--- src/rtl/tdm_demux.sv ---
// Receive-side 1:2 TDM demultiplexer: hunts for fsync, then splits each
// 2*W-bit frame into a channel-1 word and a channel-2 word.
module tdm_demux #(
  parameter int W = 8
) (
  input  logic         clk,
  input  logic         rst_n,
  input  logic         en,
  input  logic         din,
  input  logic         fsync,
  output logic [W-1:0] y1,
  output logic [W-1:0] y2,
  output logic         v1,
  output logic         v2,
  output logic         locked,
  output logic         sync_err
);

  localparam int CW = $clog2(W);
  localparam logic [CW-1:0] LAST = CW'(W - 1);

  typedef enum logic [1:0] {
    HUNT = 2'd0,
    CH1  = 2'd1,
    CH2  = 2'd2
  } state_t;

  state_t        state_reg;
  logic [CW-1:0] cnt_reg;
  logic [W-1:0]  shift_reg;
  logic [W-1:0]  y1_reg;
  logic [W-1:0]  y2_reg;
  logic          v1_reg;
  logic          v2_reg;
  logic          err_reg;
  logic          boundary;

  // CH1 with a zero count only occurs right after a channel-2 word completes,
  // so it doubles as the frame-boundary check without a dedicated state.
  assign boundary = (state_reg == CH1) && (cnt_reg == '0);

  always_ff @(posedge clk) begin
    if (!rst_n) begin
      state_reg <= HUNT;
      cnt_reg   <= '0;
      shift_reg <= '0;
      y1_reg    <= '0;
      y2_reg    <= '0;
      v1_reg    <= 1'b0;
      v2_reg    <= 1'b0;
      err_reg   <= 1'b0;
    end else begin
      v1_reg  <= 1'b0;
      v2_reg  <= 1'b0;
      err_reg <= 1'b0;
      if (en) begin
        if (fsync) begin
          // fsync always (re)starts channel 1; it is only legal in HUNT or at a boundary
          err_reg   <= (state_reg != HUNT) && !boundary;
          shift_reg <= W'(din);
          cnt_reg   <= CW'(1);
          state_reg <= CH1;
        end else if (state_reg == HUNT) begin
          state_reg <= HUNT;
        end else if (boundary) begin
          err_reg   <= 1'b1;
          state_reg <= HUNT;
        end else begin
          shift_reg <= {shift_reg[W-2:0], din};
          if (cnt_reg == LAST) begin
            cnt_reg <= '0;
            if (state_reg == CH1) begin
              y1_reg    <= {shift_reg[W-2:0], din};
              v1_reg    <= 1'b1;
              state_reg <= CH2;
            end else begin
              y2_reg    <= {shift_reg[W-2:0], din};
              v2_reg    <= 1'b1;
              state_reg <= CH1;
            end
          end else begin
            cnt_reg <= cnt_reg + CW'(1);
          end
        end
      end
    end
  end

  assign y1       = y1_reg;
  assign y2       = y2_reg;
  assign v1       = v1_reg;
  assign v2       = v2_reg;
  assign sync_err = err_reg;
  assign locked   = (state_reg != HUNT);

endmodule
--- config.mk ---
export PLATFORM = sky130hd
export DESIGN_NAME = tdm_demux
export DESIGN_NICKNAME = d
export VERILOG_FILES = /design/src/rtl/tdm_demux.sv
export SDC_FILE = /design/constraint.sdc
export NUM_CORES = 1
export LEC_CHECK = 0
export BUFFER_PORTS_ARGS = -buffer_cell sky130_fd_sc_hd__buf_2
export CAP_MARGIN = 20
export CORE_MARGIN = 3
export CORE_UTILIZATION = 52
export DETAILED_ROUTE_END_ITERATION = 10
export PLACE_DENSITY = 0.8
export SKIP_CTS_REPAIR_TIMING = 1
export SLEW_MARGIN = 40
export SYNTH_ARGS = -nofsm -noshare
export SYNTH_HDL_FRONTEND = slang
export SYNTH_SLANG_ARGS = --single-unit
--- constraint.sdc ---
create_clock -name clk -period 2 [get_ports clk]
set_input_delay 0.1 -clock clk [delete_from_list [all_inputs] [get_ports clk]]
set_output_delay 0.1 -clock clk [all_outputs]
set_load 0.01 [all_outputs]
Word-level counts from Yosys, hierarchy flattened
Index checks and enable logic that the tools add are counted.
{"block": "op_classes", "add_sub_neg": 1, "eq_ne": 4, "mux": 17, "bitwise_logic": 7, "n_reduce_logical": 13}
{"operator": "$mux 7", "count": 3}
{"operator": "$mux 3", "count": 4}
{"operator": "$reduce_and 6->1", "count": 2}
{"operator": "$mux 2", "count": 5}
{"operator": "$not 1->1", "count": 7}
{"operator": "$reduce_or 6->1", "count": 1}
{"operator": "$mux 1", "count": 5}
{"operator": "$ne 2x2->1 const B", "count": 2}
{"operator": "$reduce_and 2->1", "count": 2}
{"operator": "$reduce_bool 4->1", "count": 1}
{"operator": "$add 3x1->3 const B", "count": 1}
{"operator": "$eq 3x3->1 const B", "count": 1}
{"operator": "$logic_not 3->1", "count": 1}
{"operator": "$reduce_and 3->1", "count": 1}
{"operator": "$eq 2x1->1 const B", "count": 1}
{"operator": "$logic_and 1x1->1", "count": 2}
{"operator": "$logic_not 2->1", "count": 1}
{"operator": "$reduce_bool 2->1", "count": 1}
{"operator": "$logic_not 1->1", "count": 1}
{"block": "word_totals", "register_bits": 31, "input_bits": 5, "out_inout_bits": 20, "elab_cells": 50}

Logic depth before layout (Yosys ltp)
Gate-level depths: netlist of run 1.
{"block": "depth", "word_depth": 6, "mapped_depth": 6, "ltp_nobuf": 5}

Least setup slack after synthesis of run 1
OpenSTA, ideal clock, no wires.
{"block": "synth_path", "path_type": "register -> register", "startpoint": "register cnt_reg[0]", "endpoint": "register state_reg[1]", "setup_time_ps": 115, "arrival_ps": 1387, "required_time_ps": 1885, "setup_slack_ps": 498, "path_stages_with_launch": 7, "path_buffers": 1, "period_less_slack_ps": 1502, "path_cell_list": "dfxtp_1 ha_1 ha_1 and3b_1 and4b_1 buf_6 o21a_1"}
{"block": "synth_via", "elab_chain_len": 5, "word_cells_on_any_way": 8, "cone_classes": "eq/ne (1); mux (3); reduce/logical (4)"}
{"element": "start, declared", "line_no": "29", "text": "logic [CW-1:0] cnt_reg;"}
{"element": "start signal, assigned", "line_no": "82", "text": "cnt_reg <= cnt_reg + CW'(1);"}
{"element": "$logic_not 3->1", "line_no": "40", "text": "assign boundary = (state_reg == CH1) && (cnt_reg == '0);"}
{"element": "$logic_and 1x1->1", "line_no": "40"}
{"element": "$mux 2", "line_no": "65", "text": "end else if (boundary) begin"}
{"element": "$mux 2", "line_no": "63", "text": "end else if (state_reg == HUNT) begin"}
{"element": "$mux 2", "line_no": "57", "text": "if (fsync) begin"}
{"element": "end signal, assigned", "line_no": "62", "text": "state_reg <= CH1;"}
{"element": "end signal, assigned", "line_no": "64", "text": "state_reg <= HUNT;"}
{"element": "end signal, assigned", "line_no": "67", "text": "state_reg <= HUNT;"}
{"element": "end, declared", "line_no": "28", "text": "state_t state_reg;"}
Parallel ways exist; a longest one is shown, timed or not.
A chain may end at the register's enable or synchronous reset.

Worst setup path in the final report of run 1
{"block": "layout_path", "startpoint": "register cnt_reg[1]", "endpoint": "register y1_reg[3] (netlist: y1[3])"}
{"block": "layout_via", "elab_chain_len": 4, "word_cells_on_any_way": 5, "cone_classes": "eq/ne (1); bitwise (1); reduce/logical (3)"}
{"element": "$logic_not 3->1", "line_no": "40"}
{"element": "$logic_and 1x1->1", "line_no": "40"}
{"element": "$not 1->1 (no source line)"}
{"element": "$reduce_and 6->1 (no source line) *"}
{"element": "end signal, assigned", "line_no": "73", "text": "y1_reg <= {shift_reg[W-2:0], din};"}
{"element": "end, declared", "line_no": "31", "text": "logic [W-1:0] y1_reg;"}
Every way passes the cells marked *; elsewhere a longest branch is shown, timed or not.

==> results of run 1 <==
## worst max-delay path by stage
stage | cells after the start | slack, ns | end | start
after detailed placement | 6 | 0.36 | y1[4] | cnt_reg[0]
after global routing | 6 | 0.22 | y1[7] | cnt_reg[0]
final | 6 | 0.34 | y1[3] | cnt_reg[1]
after floorplan | 6 | 0.50 | state_reg[1] | cnt_reg[0]
after global placement | 6 | 0.43 | state_reg[1] | cnt_reg[0]
after CTS | 6 | 0.34 | y1[3] | cnt_reg[1]
## synth_stat cells (all sizes together)
cell	instances
inv	4
and3	1
and4b	1
nor2	3
nand2	25
nand3	11
a211oi	1
mux2i	9
o21a	1
ha	3
a22o	1
nor3	1
nand4b	1
a21oi	1
a31oi	1
buf	4
nor2b	2
a211o	1
dfxtp	31
clkbuf	4
nand2b	2
and3b	1
o21ai	11
o22ai	9
and2	2
## metal layers
layer	GRT usage (%)	vias to the layer above	part of all wire, %	wire length (µm)
li1	-	505	-	-
met1	25.0	461	44	1080
met2	30.8	36	48	1180
met3	5.82	5	6.5	158
met4	9.96	0	1.6	38
met5	0	-	0	0
## metrics by stage
stage	setup slack (ns)	total power [W]	util (%)	cell area [µm²]
6_report	0.340	0.00119	68.6	1410
5_1_grt	0.217	0.00123	68.6	1410
4_1_cts	0.337	0.00119	68.6	1410
3_5_place_dp	0.356	0.000694	64.4	1330
3_3_place_gp	0.433	0.000692	64.4	1330
2_1_floorplan	0.498	0.000678	-	1200
## critical path, stage by stage, from the launching register on
cell,delay (ns)
sky130_fd_sc_hd__dfxtp_1,0.38
sky130_fd_sc_hd__ha_1,0.18
sky130_fd_sc_hd__ha_1,0.22
sky130_fd_sc_hd__and3b_1,0.21
sky130_fd_sc_hd__and4b_1,0.19
sky130_fd_sc_hd__buf_4,0.20
sky130_fd_sc_hd__mux2i_1,0.20
## power by group through the flow
| stage | combinational [W] | clock, W | sequential (W) |
|---|---|---|---|
| 2_1_floorplan | 0.0000382 | 0 | 0.000640 |
| 5_1_grt | 0.0000612 | 0.000541 | 0.000628 |
| 3_5_place_dp | 0.0000524 | 0 | 0.000641 |
| 4_1_cts | 0.0000536 | 0.000508 | 0.000627 |
| 3_3_place_gp | 0.0000511 | 0 | 0.000641 |
| 6_report | 0.0000539 | 0.000505 | 0.000627 |
## area by class of cell
type	count	area (µm²)
fill	170	648
sequential	31	621
multi-input combinational	88	523
timing repair buffer	26	135
clock buffer	6	51.3
clock inverter	2	35.0
tap	27	33.8
inverter	4	15.0
## kinds of logic after synthesis
family          after synthesis  share of synthesized area, %
simple gates                 50                          19.7
buf+inv                      12                          4.69
fa+ha+maj                     3                          3.13
flops                        31                          51.7
compound gates               26                          13.2
mux                           9                          7.51
==> impl_results.rst, run 1 <==
.. list-table::
   :header-rows: 1

   * - Metric
     - Value
   * - Final cell count without fillers
     - 184
   * - Via count
     - 1007
   * - WHS
     - approximately 0.07 ns
   * - Largest clock skew in the final design
     - just over 0.009 ns
   * - Comb power frac
     - 4.5%
   * - Via count normalized by instance count
     - 5.47
   * - Synthesized instance count
     - 131
   * - Path class of the lowest-slack min-delay path
     - primary input to register
   * - Portion of total power attributed to the clock network
     - a little over two fifths
   * - Cell types occupying the most area after synthesis
     - sky130_fd_sc_hd__dfxtp_1 (52%), sky130_fd_sc_hd__nand2_1 (7.8%), sky130_fd_sc_hd__mux2i_1 (7.5%)
   * - Count of nets left with antenna violations after detail routing
     - 0
   * - VDD IR-drop max
     - 0.000530 V
   * - CTS root buf
     - sky130_fd_sc_hd__clkbuf_4
   * - Share of layout cells above drive strength 1
     - between 20 and 25%
   * - Initial antenna violation count
     - 0
   * - Ratio of total power to cell area
     - about 840 nW/µm²
   * - Flop-to-flop setup slack
     - 0.34 ns
   * - Tcrit/Tclk final
     - 83.0%
   * - Final WL
     - 2.45 mm
   * - Area fraction of the dominant cell type after synthesis
     - 51.7%
   * - Width of the die
     - about 54 µm
   * - Detailed Routing Iterations Pass 1
     - 4
   * - Startpoint of the lowest-slack register-to-register path
     - cnt_reg[1]
   * - Placeable Area
     - between 2000 and 2500 µm²
   * - Final setup vio count
     - 0
   * - Clock sink count
     - 31
   * - Number of primary I/O pins
     - 25
   * - Leading cell types in the layout, fill and taps excluded
     - sky130_fd_sc_hd__dfxtp_1 (31), sky130_fd_sc_hd__nand2_1 (25), sky130_fd_sc_hd__buf_2 (24), sky130_fd_sc_hd__nand3_1 (11), sky130_fd_sc_hd__o21ai_0 (10)
   * - Headroom to the max-slew limit
     - 62.7%
   * - Hold EP
     - y2[0]
   * - Clock tree from TritonCTS
     - built
   * - CTS buffer count
     - 5
   * - HPWL Detailed
     - ~1.6 mm
   * - Total number of placement rows
     - 16
   * - RD Place Congestion
     - 0.848
   * - Aggregate global routing overflow
     - 0
   * - Top fanout value on the critical path
     - 9
   * - Detailed-route wire length per cell
     - 13.3 µm
   * - H-tree lvl count
     - 2
   * - Post-synthesis sequential area ratio
     - 51.7%
   * - Number of distinct library cell variants in the gate-level netlist after synthesis
     - 27
   * - Global Route Usage Sum
     - around 20%
   * - Count of buffers from port buffering
     - 24
   * - Actual slew at the worst max-slew pin
     - 0.560 ns
   * - Setup repair after global routing missed its margin
     - no
   * - Setup Total Neg Slack
     - 0 ns
   * - Pins over their slew limit
     - 0
   * - Cell-internal power
     - 0.000936 W
   * - Crit path launch type
     - register
   * - Cell type contributing the most total cell area after synthesis
     - sky130_fd_sc_hd__dfxtp_1
   * - Warnings, synthesis
     - 0
   * - Sw Ratio
     - 21.1%
   * - Via count of the first global-routing pass
     - 858
   * - Area growth from synthesis to layout
     - 17.8%
   * - Placed Cells incl. Taps
     - 176
   * - Sequential Power Share
     - 52.9%
   * - Post-CTS clock slew at the launch and capture registers of the worst setup and hold paths
     - roughly 0.1 ns
   * - Net count of the mapped netlist
     - 139
   * - Die extent in y
     - approximately 54 µm
   * - Number of maximum-capacitance constraint violations
     - 0
   * - Die area
     - about 3000 µm²
   * - Cell area after technology mapping
     - 1200 µm²
   * - Later-pin clock latency in the skew report
     - ~0.33 ns
   * - Crit path kind
     - register to register
   * - Commonest non-fill, non-tap cell in the layout
     - sky130_fd_sc_hd__dfxtp_1
   * - Initial core utilization
     - around three fifths
   * - Total leakage power
     - between 0.5 and 0.6 nW
   * - Highest achievable clock rate
     - 0.603 GHz
   * - Avg Synthesized Cell Area
     - 9.16 µm²
   * - Violation count after the first detailed-routing iteration
     - 23
   * - Net count, final
     - 164
   * - HP Start
     - din
   * - Cell depth of the worst min-delay path
     - 3
   * - Pin count of the biggest net entering global routing
     - 36
   * - Max clock buf depth
     - 2
   * - Antenna Cells
     - 0
   * - Type of destination of the critical path
     - register
   * - Wire length of the first global-routing pass
     - 4.06 mm
   * - Status
     - completed
   * - Final hold violation count
     - 0
   * - DR DRC count
     - 0
   * - Arrival time at the worst endpoint
     - 1.91 ns
   * - Synthesized flop and latch total
     - 31
   * - Shortest clock period the worst path allows after layout
     - between 1.5 and 2 ns
   * - Number of cell instances on the worst register-to-register path
     - 6
   * - Required time at the endpoint of the critical path
     - 2.25 ns
   * - Switching pwr
     - 0.000251 W
   * - Endpoint of the most critical register-to-register path
     - y1[3]
(Power assumes the default switching activity.)
==> run 2, diff against run 1 <==
clock period = 1.6 ns   (was 2 ns; I/O delays follow)
==> impl_results.rst, run 2 (synthesized netlist as in run 1, its figures left out) <==
.. list-table::
   :header-rows: 1

   * - Metric
     - Value
   * - Leading cell types in the layout, fill and taps excluded
     - sky130_fd_sc_hd__dfxtp_1 (29), sky130_fd_sc_hd__nand2_1 (25), sky130_fd_sc_hd__buf_2 (24), sky130_fd_sc_hd__nand3_1 (11), sky130_fd_sc_hd__o21ai_0 (10)
   * - Status
     - completed
   * - Via count
     - ~1000
   * - Combined flip-flop and latch cell area
     - 623 µm²
   * - Final WL
     - 2.38 mm
   * - Final setup vio count
     - 0
   * - Count of nets left with antenna violations after detail routing
     - 0
   * - VDD IR-drop max
     - about 0.00063 V
   * - Layout Cell Area excl Fill
     - 1450 µm²
   * - Clock tree from TritonCTS
     - built
   * - Area taken by multi-input logic gates
     - 539 µm²
   * - CTS root buf
     - sky130_fd_sc_hd__clkbuf_4
   * - Met3 capacity usage during global routing
     - 8.03%
   * - CTS buffer count
     - 5
   * - Met2 usage in global routing
     - 31.7%
   * - Final hold violation count
     - 0
   * - Core occupancy in the finished layout
     - 70.3%
   * - Max clock buf depth
     - 2
   * - Arrival time at the worst endpoint
     - 1.72 ns
   * - Largest clock skew in the final design
     - 0.00949 ns
   * - Highest achievable clock rate
     - about 0.67 GHz
   * - Shortest clock period the worst path allows after layout
     - approximately 1.5 ns
   * - Initial core utilization
     - 58.2%
   * - Type of destination of the critical path
     - register
   * - Pins over their slew limit
     - 0
   * - Clock sink count
     - 31
   * - Via count normalized by instance count
     - ~5.4
   * - Global Route Usage Sum
     - 19.1%
   * - Aggregate global routing overflow
     - 0
   * - Antenna Cells
     - 0
   * - Area growth from synthesis to layout
     - 20.8%
   * - HPWL Detailed
     - 1.68 mm
   * - Tcrit/Tclk final
     - 93.9%
   * - Headroom to the max-slew limit
     - between 60% and 70%
   * - Setup Total Neg Slack
     - 0 ns
   * - Most heavily used metal layer in global routing
     - met2
   * - Detailed-route wire length per cell
     - roughly 13 µm
   * - H-tree lvl count
     - 2
   * - Number of maximum-capacitance constraint violations
     - 0
   * - Die extent in y
     - 54.0 µm
   * - Number of fill cells in the layout
     - 158
   * - Number of primary I/O pins
     - 25
   * - Required time at the endpoint of the critical path
     - roughly 1.8 ns
   * - Count of buffers from port buffering
     - 24
   * - Initial antenna violation count
     - 0
   * - Violation count after the first detailed-routing iteration
     - 13
   * - Ratio of total power to cell area
     - 902 nW/µm²
   * - Placeable Area
     - approximately 2100 µm²
   * - DR DRC count
     - 0
   * - Crit path kind
     - register to register
   * - Total number of placement rows
     - 16
   * - Detailed Routing Iterations Pass 1
     - 4
   * - Final cell count without fillers
     - roughly 190
   * - Crit path launch type
     - register
   * - Later-pin clock latency in the skew report
     - 0.32 ns
   * - Width of the die
     - 54.0 µm
   * - Placed Cells incl. Taps
     - 179
   * - Pin count of the biggest net entering global routing
     - 36
   * - Met1 track demand over resource in global routing
     - between 20% and 30%
   * - Net count, final
     - approximately 170
   * - Total leakage power
     - 0.600 nW
   * - Via count of the first global-routing pass
     - 895
   * - Wire length of the first global-routing pass
     - 3.89 mm
   * - Post-CTS clock slew at the launch and capture registers of the worst setup and hold paths
     - ~0.080 ns
   * - Instance area at placement
     - 1360 µm²
   * - Path class of the lowest-slack min-delay path
     - primary input to register
   * - Actual slew at the worst max-slew pin
     - 0.557 ns
   * - Die area
     - ~2900 µm²
   * - Share of layout cells above drive strength 1
     - 26.9%
   * - Top fanout value on the critical path
     - 6
   * - Commonest non-fill, non-tap cell in the layout
     - sky130_fd_sc_hd__dfxtp_1
   * - RD Place Congestion
     - 0.871
==> run 2: per-layer routing <==
| metal | up-vias | wire length, µm |
|---|---|---|
| li1 | 513 | - |
| met1 | 461 | 1070 |
| met2 | 25 | 1140 |
| met3 | 6 | 139 |
| met4 | 0 | 35 |
| met5 | - | 0 |
==> run 2: report_power, final <==
| part | total (W) | internal (W) | switching (W) |
|---|---|---|---|
| sequential | 0.000785 | 0.000778 | 0.00000761 |
| clock | 0.000444 | 0.000203 | 0.000240 |
| combinational | 0.0000775 | 0.0000317 | 0.0000458 |
| total | 0.00131 | 0.00101 | 0.000294 |
==> run 2: through the flow <==
stage	worst slack, ns	hold WS [ns]	total power [W]
CTS	0.00648	0.0452	0.00131
global placement	0.0904	0.383	0.000872
detailed placement	0.0222	0.393	0.000875
global route	-0.000853	0.0507	0.00136
floorplan	0.0980	0.221	0.000848
finish	0.0982	0.0615	0.00131
==> run 2: path summary, 6_finish.rpt <==
path | startpoint | endpoint | slack, ns | cells after the start
worst max-delay path | cnt_reg[0] | state_reg[1] | 0.1 | 6
worst min-delay path | en | sync_err | 0.06 | 3
worst max register to register | cnt_reg[0] | state_reg[1] | 0.1 | 6
worst min register to register | y1[4] | y1[4] | 0.46 | 2
==> run 2: final cells by class <==
cell class / count / area share (%)
Clock inverter: 1 / 0.345
Multi-Input combinational cell: 88 / 37.2
Sequential cell: 31 / 43.0
Inverter: 4 / 1.04
Tap cell: 27 / 2.33
Clock buffer: 6 / 3.54
Timing Repair Buffer: 30 / 12.5
==> run 2: critical path: stages (launching register included) <==
cell and delay, ns:
sky130_fd_sc_hd__dfxtp_2 0.35, sky130_fd_sc_hd__ha_4 0.16, sky130_fd_sc_hd__ha_2 0.17, sky130_fd_sc_hd__and3b_2 0.20, sky130_fd_sc_hd__and4b_1 0.21, sky130_fd_sc_hd__buf_6 0.14
sky130_fd_sc_hd__o21a_1 0.18
